`src/rtl/if_fetch_unit_if.sv`:
```
// Fetch-stage bus: execute-side branch controls, LUT programming, InstROM port and decode handshake.
// No logic of its own; the fetch unit drives its outputs from registers (rom_addr follows the PC register).
// Back-pressure travels on inst_ready; inst_valid never depends combinationally on it.
interface if_fetch_unit_if #(
  parameter int PC_W      = 9,
  parameter int INST_W    = 9,
  parameter int CMP_W     = 8,
  parameter int OFF_W     = 6,
  parameter int LUT_DEPTH = 16
);
  localparam int IDX_W = $clog2(LUT_DEPTH);

  // execute-side controls
  logic              halt;
  logic              resume;
  logic              branchsig;
  logic              branchtype;
  logic [CMP_W-1:0]  cmp;
  logic [OFF_W-1:0]  br_offset;
  logic [IDX_W-1:0]  br_index;
  logic              lut_we;
  logic [PC_W-1:0]   lut_wdata;
  // InstROM port
  logic [PC_W-1:0]   rom_addr;
  logic [INST_W-1:0] rom_data;
  // toward decode
  logic [PC_W-1:0]   core;
  logic [INST_W-1:0] inst;
  logic [PC_W-1:0]   inst_pc;
  logic              inst_valid;
  logic              inst_ready;
  logic              halted;
  logic              BranchOut;

  // fetch unit side
  modport master (
    input  halt, resume, branchsig, branchtype, cmp, br_offset, br_index,
           lut_we, lut_wdata, rom_data, inst_ready,
    output rom_addr, core, inst, inst_pc, inst_valid, halted, BranchOut
  );

  // environment side (execute, ROM, decode)
  modport slave (
    output halt, resume, branchsig, branchtype, cmp, br_offset, br_index,
           lut_we, lut_wdata, rom_data, inst_ready,
    input  rom_addr, core, inst, inst_pc, inst_valid, halted, BranchOut
  );
endinterface

```
`src/rtl/if_fetch_unit.sv`:
```
// Instruction fetch: owns the PC, addresses the InstROM, registers the fetched word toward decode.
// Latency: word at address A appears on inst one cycle after core == A is accepted; 1 word/cycle sustained.
// Back-pressure: inst_ready low holds inst/inst_pc/core; a taken branch flushes inst_valid even while stalled.
module if_fetch_unit #(
  parameter int              PC_W      = 9,
  parameter int              INST_W    = 9,
  parameter int              CMP_W     = 8,
  parameter int              OFF_W     = 6,
  parameter int              LUT_DEPTH = 16,
  parameter logic [PC_W-1:0] RESET_PC  = '0
) (
  input logic             clk,
  input logic             reset,
  if_fetch_unit_if.master bus
);

  typedef enum logic {ST_RUN = 1'b0, ST_HALTED = 1'b1} state_t;

  state_t            state_q, state_d;
  logic [PC_W-1:0]   core_q, core_d;
  logic [INST_W-1:0] inst_q, inst_d;
  logic [PC_W-1:0]   inst_pc_q, inst_pc_d;
  logic              inst_valid_q, inst_valid_d;
  logic              branch_out_q, branch_out_d;
  logic [PC_W-1:0]   lut_q [LUT_DEPTH];

  logic              running;
  logic              taken;
  logic              accept;
  logic [PC_W-1:0]   off_ext;
  logic [PC_W-1:0]   target;

  assign running = (state_q == ST_RUN);
  assign taken   = running && bus.branchsig && (bus.cmp != {CMP_W{1'b0}});
  assign accept  = running && !bus.halt && (!inst_valid_q || bus.inst_ready);

  // Relative offsets are signed; the sum wraps modulo 2^PC_W.
  assign off_ext = {{(PC_W-OFF_W){bus.br_offset[OFF_W-1]}}, bus.br_offset};
  // The LUT read sees the pre-edge contents, so a same-cycle write to the same index is not forwarded.
  assign target  = bus.branchtype ? (core_q + off_ext) : lut_q[bus.br_index];

  // Next-state: branch beats fetch beats hold; halt/resume arbitration for the FSM.
  always_comb begin
    core_d       = core_q;
    inst_d       = inst_q;
    inst_pc_d    = inst_pc_q;
    inst_valid_d = inst_valid_q;
    branch_out_d = taken;
    state_d      = state_q;

    if (taken) begin
      core_d       = target;
      inst_valid_d = 1'b0;
    end else if (accept) begin
      inst_d       = bus.rom_data;
      inst_pc_d    = core_q;
      inst_valid_d = 1'b1;
      core_d       = core_q + {{(PC_W-1){1'b0}}, 1'b1};
    end else if (bus.inst_ready) begin
      inst_valid_d = 1'b0;
    end

    case (state_q)
      ST_RUN:    if (bus.halt) state_d = ST_HALTED;
      ST_HALTED: if (bus.resume && !bus.halt) state_d = ST_RUN;
      default:   state_d = ST_RUN;
    endcase
  end

  // Pipeline registers and halt FSM; synchronous active-low reset wins over everything.
  always_ff @(posedge clk) begin
    if (!reset) begin
      state_q      <= ST_RUN;
      core_q       <= RESET_PC;
      inst_q       <= '0;
      inst_pc_q    <= '0;
      inst_valid_q <= 1'b0;
      branch_out_q <= 1'b0;
    end else begin
      state_q      <= state_d;
      core_q       <= core_d;
      inst_q       <= inst_d;
      inst_pc_q    <= inst_pc_d;
      inst_valid_q <= inst_valid_d;
      branch_out_q <= branch_out_d;
    end
  end

  // Branch-target LUT: writable in any FSM state, cleared by reset.
  always_ff @(posedge clk) begin
    if (!reset) begin
      for (int i = 0; i < LUT_DEPTH; i++) lut_q[i] <= '0;
    end else if (bus.lut_we) begin
      lut_q[bus.br_index] <= bus.lut_wdata;
    end
  end

  assign bus.rom_addr   = core_q;
  assign bus.core       = core_q;
  assign bus.inst       = inst_q;
  assign bus.inst_pc    = inst_pc_q;
  assign bus.inst_valid = inst_valid_q;
  assign bus.halted     = (state_q == ST_HALTED);
  assign bus.BranchOut  = branch_out_q;

endmodule

```
`src/flat_wrapper.sv`:
```
// flat-port wrapper written by rule: the top's interface ports become plain ports
module if_fetch_unit_flat 
#(
  parameter int              PC_W      = 9,
  parameter int              INST_W    = 9,
  parameter int              CMP_W     = 8,
  parameter int              OFF_W     = 6,
  parameter int              LUT_DEPTH = 16,
  parameter logic [PC_W-1:0] RESET_PC  = '0
)
  (clk, reset, bus_halt, bus_resume, bus_branchsig, bus_branchtype, bus_cmp, bus_br_offset, bus_br_index, bus_lut_we, bus_lut_wdata, bus_rom_data, bus_inst_ready, bus_rom_addr, bus_core, bus_inst, bus_inst_pc, bus_inst_valid, bus_halted, bus_BranchOut);
  if_fetch_unit_if #(.PC_W(PC_W), .INST_W(INST_W), .CMP_W(CMP_W), .OFF_W(OFF_W), .LUT_DEPTH(LUT_DEPTH)) bus_i ();
  input logic clk;
  input logic reset;
  input wire logic [$bits(bus_i.halt)-1:0] bus_halt;
  input wire logic [$bits(bus_i.resume)-1:0] bus_resume;
  input wire logic [$bits(bus_i.branchsig)-1:0] bus_branchsig;
  input wire logic [$bits(bus_i.branchtype)-1:0] bus_branchtype;
  input wire logic [$bits(bus_i.cmp)-1:0] bus_cmp;
  input wire logic [$bits(bus_i.br_offset)-1:0] bus_br_offset;
  input wire logic [$bits(bus_i.br_index)-1:0] bus_br_index;
  input wire logic [$bits(bus_i.lut_we)-1:0] bus_lut_we;
  input wire logic [$bits(bus_i.lut_wdata)-1:0] bus_lut_wdata;
  input wire logic [$bits(bus_i.rom_data)-1:0] bus_rom_data;
  input wire logic [$bits(bus_i.inst_ready)-1:0] bus_inst_ready;
  output wire logic [$bits(bus_i.rom_addr)-1:0] bus_rom_addr;
  output wire logic [$bits(bus_i.core)-1:0] bus_core;
  output wire logic [$bits(bus_i.inst)-1:0] bus_inst;
  output wire logic [$bits(bus_i.inst_pc)-1:0] bus_inst_pc;
  output wire logic [$bits(bus_i.inst_valid)-1:0] bus_inst_valid;
  output wire logic [$bits(bus_i.halted)-1:0] bus_halted;
  output wire logic [$bits(bus_i.BranchOut)-1:0] bus_BranchOut;
  assign bus_i.halt = bus_halt;
  assign bus_i.resume = bus_resume;
  assign bus_i.branchsig = bus_branchsig;
  assign bus_i.branchtype = bus_branchtype;
  assign bus_i.cmp = bus_cmp;
  assign bus_i.br_offset = bus_br_offset;
  assign bus_i.br_index = bus_br_index;
  assign bus_i.lut_we = bus_lut_we;
  assign bus_i.lut_wdata = bus_lut_wdata;
  assign bus_i.rom_data = bus_rom_data;
  assign bus_i.inst_ready = bus_inst_ready;
  assign bus_rom_addr = bus_i.rom_addr;
  assign bus_core = bus_i.core;
  assign bus_inst = bus_i.inst;
  assign bus_inst_pc = bus_i.inst_pc;
  assign bus_inst_valid = bus_i.inst_valid;
  assign bus_halted = bus_i.halted;
  assign bus_BranchOut = bus_i.BranchOut;
  if_fetch_unit #(.PC_W(PC_W), .INST_W(INST_W), .CMP_W(CMP_W), .OFF_W(OFF_W), .LUT_DEPTH(LUT_DEPTH), .RESET_PC(RESET_PC)) u_core (.clk(clk), .reset(reset), .bus(bus_i));
endmodule
```
`config.mk`:
```
export PLATFORM = sky130hd
export DESIGN_NAME = if_fetch_unit_flat
export DESIGN_NICKNAME = d
export VERILOG_FILES = /design/src/rtl/if_fetch_unit_if.sv /design/src/rtl/if_fetch_unit.sv /design/src/flat_wrapper.sv
export SDC_FILE = /design/constraint.sdc
export NUM_CORES = 1
export LEC_CHECK = 0
export CORE_MARGIN = 2
export CORE_UTILIZATION = 53
export CTS_CLUSTER_DIAMETER = 100
export DETAILED_ROUTE_END_ITERATION = 16
export DONT_BUFFER_PORTS = 1
export GPL_TIMING_DRIVEN = 0
export PLACE_DENSITY = 0.67
export SYNTH_ARGS = -nofsm -noshare
export SYNTH_HDL_FRONTEND = slang
export SYNTH_SLANG_ARGS = --single-unit
export TNS_END_PERCENT = 30
```
`constraint.sdc`:
```
create_clock -name clk -period 4.1 [get_ports clk]
set_input_delay 0.82 -clock clk [delete_from_list [all_inputs] [get_ports clk]]
set_output_delay 0.82 -clock clk [all_outputs]
set_load 0.1 [all_outputs]
```
Word level (Yosys, flattened, before mapping)
Memories as Yosys holds them, arrays and structs flattened.
Cells that the tools add are included.
{"block": "word_totals", "wordCells": 41, "ramBits": 144, "mem_count": 1, "inputBits": 44, "register_bits": 30}
{"name": "u_core.lut_q", "words": 16, "word_bits": 9, "rd": 1, "rd_ports_with_merged_regs": 0, "wr": 16, "line_no": "if_fetch_unit.sv:25", "rtl": "logic [PC_W-1:0] lut_q [LUT_DEPTH];"}
{"block": "classes", "muxes": 15, "n_bitwise": 3, "add_sub_neg": 2, "n_reduce_logical": 14}
{"operator": "9-bit two-way mux", "n": 4}
{"operator": "9-bit by 1-bit adder with 9-bit output, second input constant", "n": 1}
{"operator": "9-bit adder", "n": 1}
{"operator": "1-bit two-way mux", "n": 9}
{"operator": "9-bit OR reduction", "n": 1}
{"operator": "8-bit nonzero test", "n": 1}
{"operator": "1-bit logical AND", "n": 5}
{"operator": "4-bit two-way mux", "n": 1}
{"operator": "2-bit nonzero test", "n": 2}
{"operator": "1-bit inverter", "n": 3}
{"operator": "1-bit zero test", "n": 2}
{"operator": "1-bit case mux with 2 select lines", "n": 1}
{"operator": "2-bit AND reduction", "n": 1}
{"operator": "2-bit OR reduction", "n": 1}
{"operator": "1-bit logical OR", "n": 1}

Logic depth before layout (Yosys ltp)
Gate-level depths: netlist of the first run.
{"block": "logic_depth", "ltp_word": 5, "mapped_depth": 9}

Least setup slack after synthesis of the first run
OpenSTA, ideal clock, no wires.
{"block": "synth_path", "kind": "register to register", "start": "register u_core.core_q[2] (netlist: u_core.bus.core[2])", "end": "register u_core.core_q[7] (netlist: u_core.bus.core[7])", "slack_ns": 1.194, "setup_time_ns": 0.122, "stages_incl_launch_ff": 8, "t_arrival_ns": 2.784, "n_path_buf": 0, "period_less_slack_ns": 2.906, "t_required_ns": 3.978, "path_cell_list": "dfxtp_1 -> ha_1 -> and3_1 -> a221o_1 -> o41ai_1 -> xor2_1 -> nor2_1 -> o311a_1"}
{"block": "synth_via", "elab_chain_len": 3, "word_cells_on_any_way": 5, "cone_classes": "add/sub: 2; mux: 3"}
{"item": "from (decl)", "line_no": "if_fetch_unit.sv:20", "rtl": "logic [PC_W-1:0] core_q, core_d;"}
{"item": "from (signal assigned)", "line_no": "if_fetch_unit.sv:81", "rtl": "core_q <= core_d;"}
{"item": "9-bit by 1-bit adder with 9-bit output / 9-bit adder (equally long branches)", "line_no": "if_fetch_unit.sv:58, if_fetch_unit.sv:40"}
{"item": "9-bit two-way mux, on equally long branches", "line_no": "if_fetch_unit.sv:54, if_fetch_unit.sv:40"}
{"item": "9-bit two-way mux (*)", "line_no": "if_fetch_unit.sv:51", "rtl": "if (taken) begin"}
Every way passes the cells marked *; elsewhere a longest branch is shown, timed or not. The select of a mux whose other input is x is not followed.
A chain may end at the register's enable or synchronous reset.

==> flow_summary.toml, run 1 <==
[layout]
synthToLayoutAreaGrowth_pct = 9.647
num_antenna_cells = 0
fin_area_mm2 = 0.009101
layout-drive-gt1-share = 0.1440
nets = 681
fill_cells = 1198

[logic_synthesis]
syn_avg_cell_area_um2 = 13.67
yosysWarnings = 0
synth_top_area_frac = 0.5210
synth_common_cells = "and2_1, edfxtp_1, mux4_2"
synth_fp_nets = 661
yosysMostFrequentCell = "and2_1"
synth_ff_type = "edfxtp_1"
async_reset_ff_frac = 0
synth_top_area_cell = "edfxtp_1"
synth_edf_count = 144
syn_inst = 607
synthDistinctLibCells = 49
yosys-top-cells-area = "edfxtp_1, mux4_2, and2_1, dfxtp_1, mux2i_1"
ys_ff_latch = 174
syn_area_mm2 = 0.008300
ys_seq_area_frac = 0.5933

[setup_path]
crit_fanout = 10
cp-endpoint = "u_core.lut_q[3][8]"
required_ns = 4.16
r2r-end = "u_core.bus.core[7]"
start_kind = "input port"
critPathLaunch = "bus_br_index[0]"
reg2reg_depth = 7
cp.depth = 5
path_cells = "buf_2, buf_2, nand4_1, nor3_1, nand2b_1"
r2r_slack_ns = 0.94
r2r_start = "u_core.bus.core[2]"
critPathMaxStageDelay_ns = 0.90
cp_top_family = "simple AND/OR/NAND/NOR gates"
end_kind = "flop"
path_buf_inv = 2
slowest_stage = "nor3_1"
cpMostUsedCell = "buf_2"
cp_data_arrival_time_ns = 3.37
path_class = "in2reg"

[routing]
drt-vias-per-instance = 5.842
wl_per_cell_um = 21.92
wl_mm = 18.63
firstDrtPassIters = 5
drc = 0
drt-initial-drc-count = 338
vias = 4966
ant_nets = 0

[clocking]
numCtsBuffers = 17
cts_setup_buffers = 0
clk_latency_ns = 0.42
cts_tree = "yes"
clockBufferDepth = 2
cts_resized = 0
cts.sinks = 174
cts_max_level = 4
clkTransAtPathRegs_ns = 0.06
hold_buffers = 0
cts_root_buf = "clkbuf_16"

[placement]
port_buffers = 0
dpl.hpwl_mm = 13.52
place_congestion = 0.7944
placed_area_mm2 = 0.008572

[sta]
period_needed_ns = 3.314
tightest_slew_ns = 1.317
setup_viol = 0
slew-limit-headroom = 0.1206
finalMaxSlewViolations = 0
fin_tns_setup_ns = 0
max_freq_ghz = 0.3018
finClkSkew_ns = 0.008272
final_hold_viol_count = 0
rsz0062_at_grt = "no"
timing.final.crit_share = 0.8082

[floorplanning]
start_util = 0.5440
io_pins = 83
die_w_um = 129.1
die_y_um = 129.1
core_mm2 = 0.01526
dieArea_mm2 = 0.01668
rows = 45

[global_routing]
grt.total_usage = 0.2372
grt-ovfl-total = 0
grt_pass1_vias = 5223
grt_pass1_wl_mm = 28.70
antenna_found_initial = 0
grt_max_degree = 17

[pwr]
power.leakage_uw = 0.003219
power_frac_comb = 0.104
p_per_area_mw_per_mm2 = 449.2
p_int_uw = 3002
switchingPower_uw = 1086
p_seq_frac = 0.535
power.clock.fraction = 0.361
irDropWorstVdd_mv = 0.3157
swShare = 0.2657

[job]
cap_violations = 0

[worst_hold_path]
min_path_type = "in2reg"

[run_status]
outcome = "finished, final reports clean"
power by group through the flow:
stage	clock network, µW	registers, µW	logic (µW)
5_1_grt	1560	2200	458
4_1_cts	1480	2190	428
6_report	1480	2190	426
3_5_place_dp	0	2220	428
2_1_floorplan	0	2200	334
3_3_place_gp	0	2220	418
per-layer routing:
layer	routed length, µm	up-vias	track usage
li1	-	2277	-
met2	9654	201	0.4142
met5	0	-	0
met4	397	0	0.08056
met1	7435	2459	0.2955
met3	1147	29	0.04996
cells by family after synthesis:
logic type | count (synthesis) | synth area share
buf+inv | 43 | 0.02563
fa+ha+maj | 10 | 0.01598
mux | 59 | 0.1330
compound gates | 53 | 0.04296
xor+xnor | 13 | 0.01372
simple gates | 255 | 0.1755
flops | 174 | 0.5933
worst min path at each step:
stage                             startpoint            endpoint  slack (ns)  cells after the start
after floorplan           u_core.lut_q[6][4]  u_core.bus.core[4]        0.79                      5
after global placement    u_core.lut_q[8][2]  u_core.bus.core[2]        0.83                      4
after detailed placement  u_core.lut_q[9][2]  u_core.bus.core[2]        0.85                      4
after CTS                     bus_branchtype  u_core.bus.core[8]        0.48                      1
after global routing          bus_branchtype  u_core.bus.core[8]        0.49                      1
final                         bus_branchtype  u_core.bus.core[8]        0.50                      1
registers in the layout, summed over array words and instances, names as in the netlist:
register / flops
u_core.lut_q: 144
u_core.bus.core: 9
u_core.bus.inst: 9
u_core.bus.halted: 1
u_core.bus.inst_valid: 1
u_core.bus.inst_pc: 9
u_core.bus.BranchOut: 1
cell usage in the layout, fill, tap and decap left out, types with 4 or more instances in the layout:
cell,count
o21ai_0,6
nand2_1,22
mux4_2,41
buf_4,12
nand3_1,12
nand2b_1,6
clkbuf_16,17
nor3_1,5
a21boi_0,9
clkbuf_1,23
a21oi_1,4
nand4_1,4
dfxtp_1,30
and2_1,146
buf_2,8
nor2_1,30
xor2_1,9
xnor2_1,4
ha_1,9
nor2b_1,12
mux2i_1,18
edfxtp_1,144
o21ai_1,13
worst register-to-register path, stage by stage, from the launching register on:
cell and delay [ns]:
dfxtp_1 1.19, ha_1 0.45, and3_1 0.20, a221o_1 0.34, o41ai_1 0.31, xor2_1 0.20
nor2_1 0.05, o311a_1 0.32
through the flow:
step / setup slack, ns / std cells / hold WS, ns / total power [µW] / utilization
6_report: 0.7862 / 850 / 0.4974 / 4088 / 0.5965
3_5_place_dp: 0.3088 / 819 / 0.8542 / 2651 / 0.5618
5_1_grt: 0.5238 / 850 / 0.4907 / 4213 / 0.5965
2_1_floorplan: 1.194 / 607 / 0.7944 / 2534 / -
4_1_cts: 0.7558 / 850 / 0.4798 / 4097 / 0.5965
3_3_place_gp: 0.3556 / 818 / 0.8326 / 2636 / 0.5613
final cells by class:
| cell class | instances | area [µm²] | area share |
|---|---|---|---|
| plain buffers | 39 | 197.7 | 0.02172 |
| clock buffers | 20 | 436.7 | 0.04798 |
| clock inverters | 11 | 92.59 | 0.01017 |
| inverters | 4 | 15.01 | 0.001650 |
| multi-input cells | 390 | 3163 | 0.3475 |
| flip-flops and latches | 174 | 4925 | 0.5411 |
| well taps | 211 | 264.0 | 0.02901 |
| repair buffers | 1 | 7.507 | 0.0008249 |
No activity file was read; power rests on OpenSTA's default activity.
==> run 2: changes to the inputs <==
- clock period: 4.1 -> 3.4 ns (I/O delays scaled with it)
==> run 2 against run 1 <==
  * Power rose by 21%
  * Clock skew down 0.0011 ns
  * Global-route usage did not move
  * Flip-flop and latch count unchanged
  * First-iteration DRC count decreased by 4.4%
  * Utilization about the same
  * Sequential power increased by 20%
  * Critical path type is now reg2reg
  * Largest power group unchanged
  * Highest routed layer unchanged
==> flow_summary.toml, run 2 (synthesis gave the netlist of run 1 again) <==
[run_status]
outcome = "finished, final reports clean"

[floorplanning]
core_mm2 = 0.01526
start_util = 0.5440
rows = 45
die_w_um = 129.1
die_y_um = 129.1
io_pins = 83
dieArea_mm2 = 0.01668

[placement]
dpl.hpwl_mm = 13.52
place_congestion = 0.7944
port_buffers = 0
dp_slack_ns = -0.2512

[sta]
tightest_slew_ns = 1.305
timing.final.crit_share = 0.9267
finClkSkew_ns = 0.007221
finalMaxSlewViolations = 0
setup_viol = 0
hold_ws_ns = 0.3586
fin_tns_setup_ns = 0
fin_ws_ns = 0.2493
slew-limit-headroom = 0.1288
max_freq_ghz = 0.3174
final_hold_viol_count = 0
period_needed_ns = 3.151
rsz0062_at_grt = "no"

[routing]
ant_nets = 0
drc = 0
drt-vias-per-instance = 5.819
vias = 4946
wl_per_cell_um = 21.85
firstDrtPassIters = 5
drt-initial-drc-count = 323
wl_mm = 18.57

[setup_path]
critPathLaunch = "u_core.bus.core[2]"
r2r-end = "u_core.bus.core[7]"
r2r_start = "u_core.bus.core[2]"
r2r_slack_ns = 0.25
path_class = "reg2reg"
required_ns = 3.71
end_kind = "flop"
crit_fanout = 9
reg2reg_depth = 7
start_kind = "flop"
cp_data_arrival_time_ns = 3.46
slowest_stage = "dfxtp_1"
critPathMaxStageDelay_ns = 1.19
path_cells = "ha_1, and3_1, a221o_1, o41ai_1, xor2_1, nor2_1, o311a_1"
cp-endpoint = "u_core.bus.core[7]"

[pwr]
p_seq_frac = 0.535
power.clock.fraction = 0.361
swShare = 0.2655
switchingPower_uw = 1308
p_int_uw = 3620
power_frac_comb = 0.104
irDropWorstVdd_mv = 0.3782
power.leakage_uw = 0.003221
p_per_area_mw_per_mm2 = 541.2

[layout]
num_antenna_cells = 0
top_register = "u_core.lut_q"
nets = 681
synthToLayoutAreaGrowth_pct = 9.708
largest_register_ffs = 144
layout-drive-gt1-share = 0.1455
mostFrequentLayoutCells = "and2_1, edfxtp_1, mux4_2"
fill_cells = 1198
layout_commonest_cell = "and2_1"

[job]
cap_violations = 0

[global_routing]
grt-ovfl-total = 0
antenna_found_initial = 0
grt_pass1_vias = 5223
grt_max_degree = 17
grt.total_usage = 0.2372
grt_pass1_wl_mm = 28.70

[clocking]
cts_max_level = 4
clk_latency_ns = 0.42
clkTransAtPathRegs_ns = 0.06
numCtsBuffers = 17
clockBufferDepth = 2
cts_tree = "yes"
cts_root_buf = "clkbuf_16"
cts_setup_buffers = 0
cts.sinks = 174

[worst_hold_path]
min_path_type = "in2reg"
## run 2: changes by cell type in the layout (fill, tap and decap cells not counted)
cell    delta
nor3_2     +1
nor3_1     -1
## run 2: power by group through the flow
stage	registers (µW)	logic, µW	clock network (µW)
after CTS	2640	516	1790
after global routing	2650	553	1880
after floorplan	2650	402	0
final	2630	514	1780
after detailed placement	2680	516	0
after global placement	2670	504	0
## run 2: critical path: cells and delay by family (launching register included)
family,cells,cell delay [ns]
and+or+nand+nor,2,0.25
DFF,1,1.19
adders and majority gates,1,0.44
AOI/OAI and AO/OA,3,0.97
xor gates and xnor gates,1,0.20
## run 2: final cells by class
cell class,count,area [µm²],area share
clock inverter,11,92.59,0.01017
multi-input combinational,390,3168,0.3479
tap,211,264.0,0.02899
inverter,4,15.01,0.001649
timing repair buffer,1,7.507,0.0008244
buffer,39,197.7,0.02171
sequential,174,4925,0.5408
clock buffer,20,436.7,0.04795
## run 2: worst min path at each step
stage,from,to,slack (ns),depth (start not counted)
floorplan,bus_branchtype,u_core.bus.core[8],0.78,1
global placement,bus_branchtype,u_core.bus.core[8],0.79,1
detailed placement,bus_branchtype,u_core.bus.core[8],0.79,1
CTS,bus_branchtype,u_core.bus.core[8],0.34,1
global route,bus_branchtype,u_core.bus.core[8],0.35,1
finish,bus_branchtype,u_core.bus.core[8],0.36,1
## run 2: timing repair
item,4_1_cts,5_1_grt
hold buffers,0,0
setup endpoints to repair,0,9
gates resized for setup,0,1
## run 2: metal layers
layer,up-vias,global-route usage,share of wire
met5,-,0,0
met4,0,0.08056,0.020
met3,26,0.04996,0.069
met2,216,0.4142,0.52
met1,2423,0.2955,0.39
li1,2281,-,-
## run 2: stage by stage
stage               total power, µW  std cells  utilization  instance area [µm²]
finish                         4929        850       0.5968                 9106
detailed placement             3197        819       0.5618                 8572
global route                   5081        850       0.5968                 9106
global placement               3178        818       0.5613                 8564
CTS                            4941        850       0.5965                 9101
floorplan                      3055        607            -                 8300
==> run 3: changes to the inputs <==
- PLACE_DENSITY: 0.67 -> 0.71
==> run 3 against run 2 <==
  * Clock power grew 2%
  * Setup slack lost 0.032 ns
  * Sequential share of layout area shrank 0.089 points
  * Hold slack lost 0.016 ns
  * Final cell count grew 0.12%
  * First-iteration DRC count shrank 1.2%
  * Clock-buffer cell count shrank 2
  * Design area grew 0.16%
  * Critical path depth shrank 2
  * Sequential power is essentially flat
  * Die area is the same
  * Power grew 0.84%
  * Critical path type is now in2reg
  * Largest cell class unchanged
==> flow_summary.toml, run 3 (synthesis gave the netlist of run 1 again) <==
[setup_path]
r2r_slack_ns = 0.27
path_class = "in2reg"
crit_fanout = 10
reg2reg_depth = 7
r2r-end = "u_core.bus.core[7]"
critPathLaunch = "bus_br_index[1]"
required_ns = 3.47
end_kind = "flop"
cp_data_arrival_time_ns = 3.25
start_kind = "input port"
r2r_start = "u_core.bus.core[2]"

[layout]
final_cells = 851
layout-drive-gt1-share = 0.1453
mostFrequentLayoutCells = "and2_1, edfxtp_1, mux4_2"
num_antenna_cells = 0
largest_register_ffs = 144
fill_cells = 1183
layout_commonest_cell = "and2_1"
fin_area_mm2 = 0.009121
top_register = "u_core.lut_q"
synthToLayoutAreaGrowth_pct = 9.888
nets = 681

[sta]
fin_tns_setup_ns = 0
final_hold_viol_count = 0
finalMaxSlewViolations = 0
max_freq_ghz = 0.3142
slew-limit-headroom = 0.1353
timing.final.crit_share = 0.9362
finClkSkew_ns = 0.006232
period_needed_ns = 3.183
setup_viol = 0
rsz0062_at_grt = "no"
tightest_slew_ns = 1.295

[floorplanning]
die_y_um = 129.1
io_pins = 83
core_mm2 = 0.01526
die_w_um = 129.1
dieArea_mm2 = 0.01668
rows = 45
start_util = 0.5440

[placement]
dpl.hpwl_mm = 13.58
placed_cells = 819
place_congestion = 0.8540
placed_area_mm2 = 0.008572
port_buffers = 0

[clocking]
clockBufferDepth = 2
clk_latency_ns = 0.43
cts.sinks = 174
cts_resized = 0
cts_setup_buffers = 0
hold_buffers = 0
cts_tree = "yes"
clkTransAtPathRegs_ns = 0.07
cts_max_level = 4
numCtsBuffers = 17
cts_root_buf = "clkbuf_16"

[routing]
wl_mm = 18.96
wl_met2_mm = 9.766
top_layer_used = "met4"
wl_met1_mm = 7.387
drc = 0
drt-vias-per-instance = 5.846
dr_wl_met3_mm = 1.330
vias = 4975
drt-initial-drc-count = 319
wl_per_cell_um = 22.28
ant_nets = 0
firstDrtPassIters = 5

[pwr]
power.leakage_uw = 0.003229
irDropWorstVdd_mv = 0.4041
p_per_area_mw_per_mm2 = 544.9

[worst_hold_path]
min-delay-start = "bus_branchtype"
min_to = "u_core.bus.core[8]"
min_path_cells = 1
min_path_type = "in2reg"

[global_routing]
grt_max_degree = 17
grt_pass1_wl_mm = 29.33
grt_pass1_vias = 5243
grt-ovfl-total = 0
antenna_found_initial = 0
grt.total_usage = 0.2426

[run_status]
outcome = "finished, final reports clean"

[job]
cap_violations = 0
run 3: worst max-delay path by stage:
stage          depth (start not counted)  slack (ns)                 end
2_1_floorplan                          7        0.49  u_core.bus.core[7]
3_3_place_gp                           5       -0.15  u_core.lut_q[3][3]
3_5_place_dp                           5       -0.21  u_core.lut_q[3][3]
4_1_cts                                7        0.23  u_core.bus.core[7]
5_1_grt                                5        0.05  u_core.lut_q[3][6]
6_report                               5        0.22  u_core.lut_q[2][3]
run 3: area by class of cell:
type / count / area (µm²) / area share
Inverter: 4 / 15.01 / 0.001646
Clock buffer: 18 / 429.2 / 0.04705
Clock inverter: 14 / 120.1 / 0.01317
Tap cell: 211 / 264.0 / 0.02894
Multi-Input combinational cell: 390 / 3163 / 0.3468
Sequential cell: 174 / 4925 / 0.5399
Timing Repair Buffer: 1 / 7.507 / 0.0008230
Buffer: 39 / 197.7 / 0.02167
run 3: layer usage:
layer / up-vias / track usage
met4: 0 / 0.1049
met3: 37 / 0.05409
li1: 2273 / -
met1: 2463 / 0.2956
met2: 202 / 0.4180
met5: - / 0
run 3: report_power, final:
| part | internal, µW | switching [µW] | total [µW] |
|---|---|---|---|
| Combinational | 197 | 315 | 511 |
| Sequential | 2430 | 211 | 2640 |
| Clock | 1010 | 818 | 1820 |
| Total | 3630 | 1340 | 4970 |
run 3: worst max-delay path, cell delays in order:
cell and delay (ns):
buf_2 0.30, buf_2 0.36, nand4b_1 0.38, nor3_1 0.96, nand2b_1 0.55
run 3: metrics by stage:
step                      total power, µW  worst slack (ns)    util  hold WS, ns
after floorplan                      3055            0.4939       -       0.7810
after global placement               3174           -0.1507  0.5613       0.7861
after detailed placement             3195           -0.2085  0.5618       0.7864
after CTS                            4987            0.2291  0.5978       0.3298
after global routing                 5135           0.04712  0.5978       0.3625
final                                4970            0.2170  0.5978       0.3425
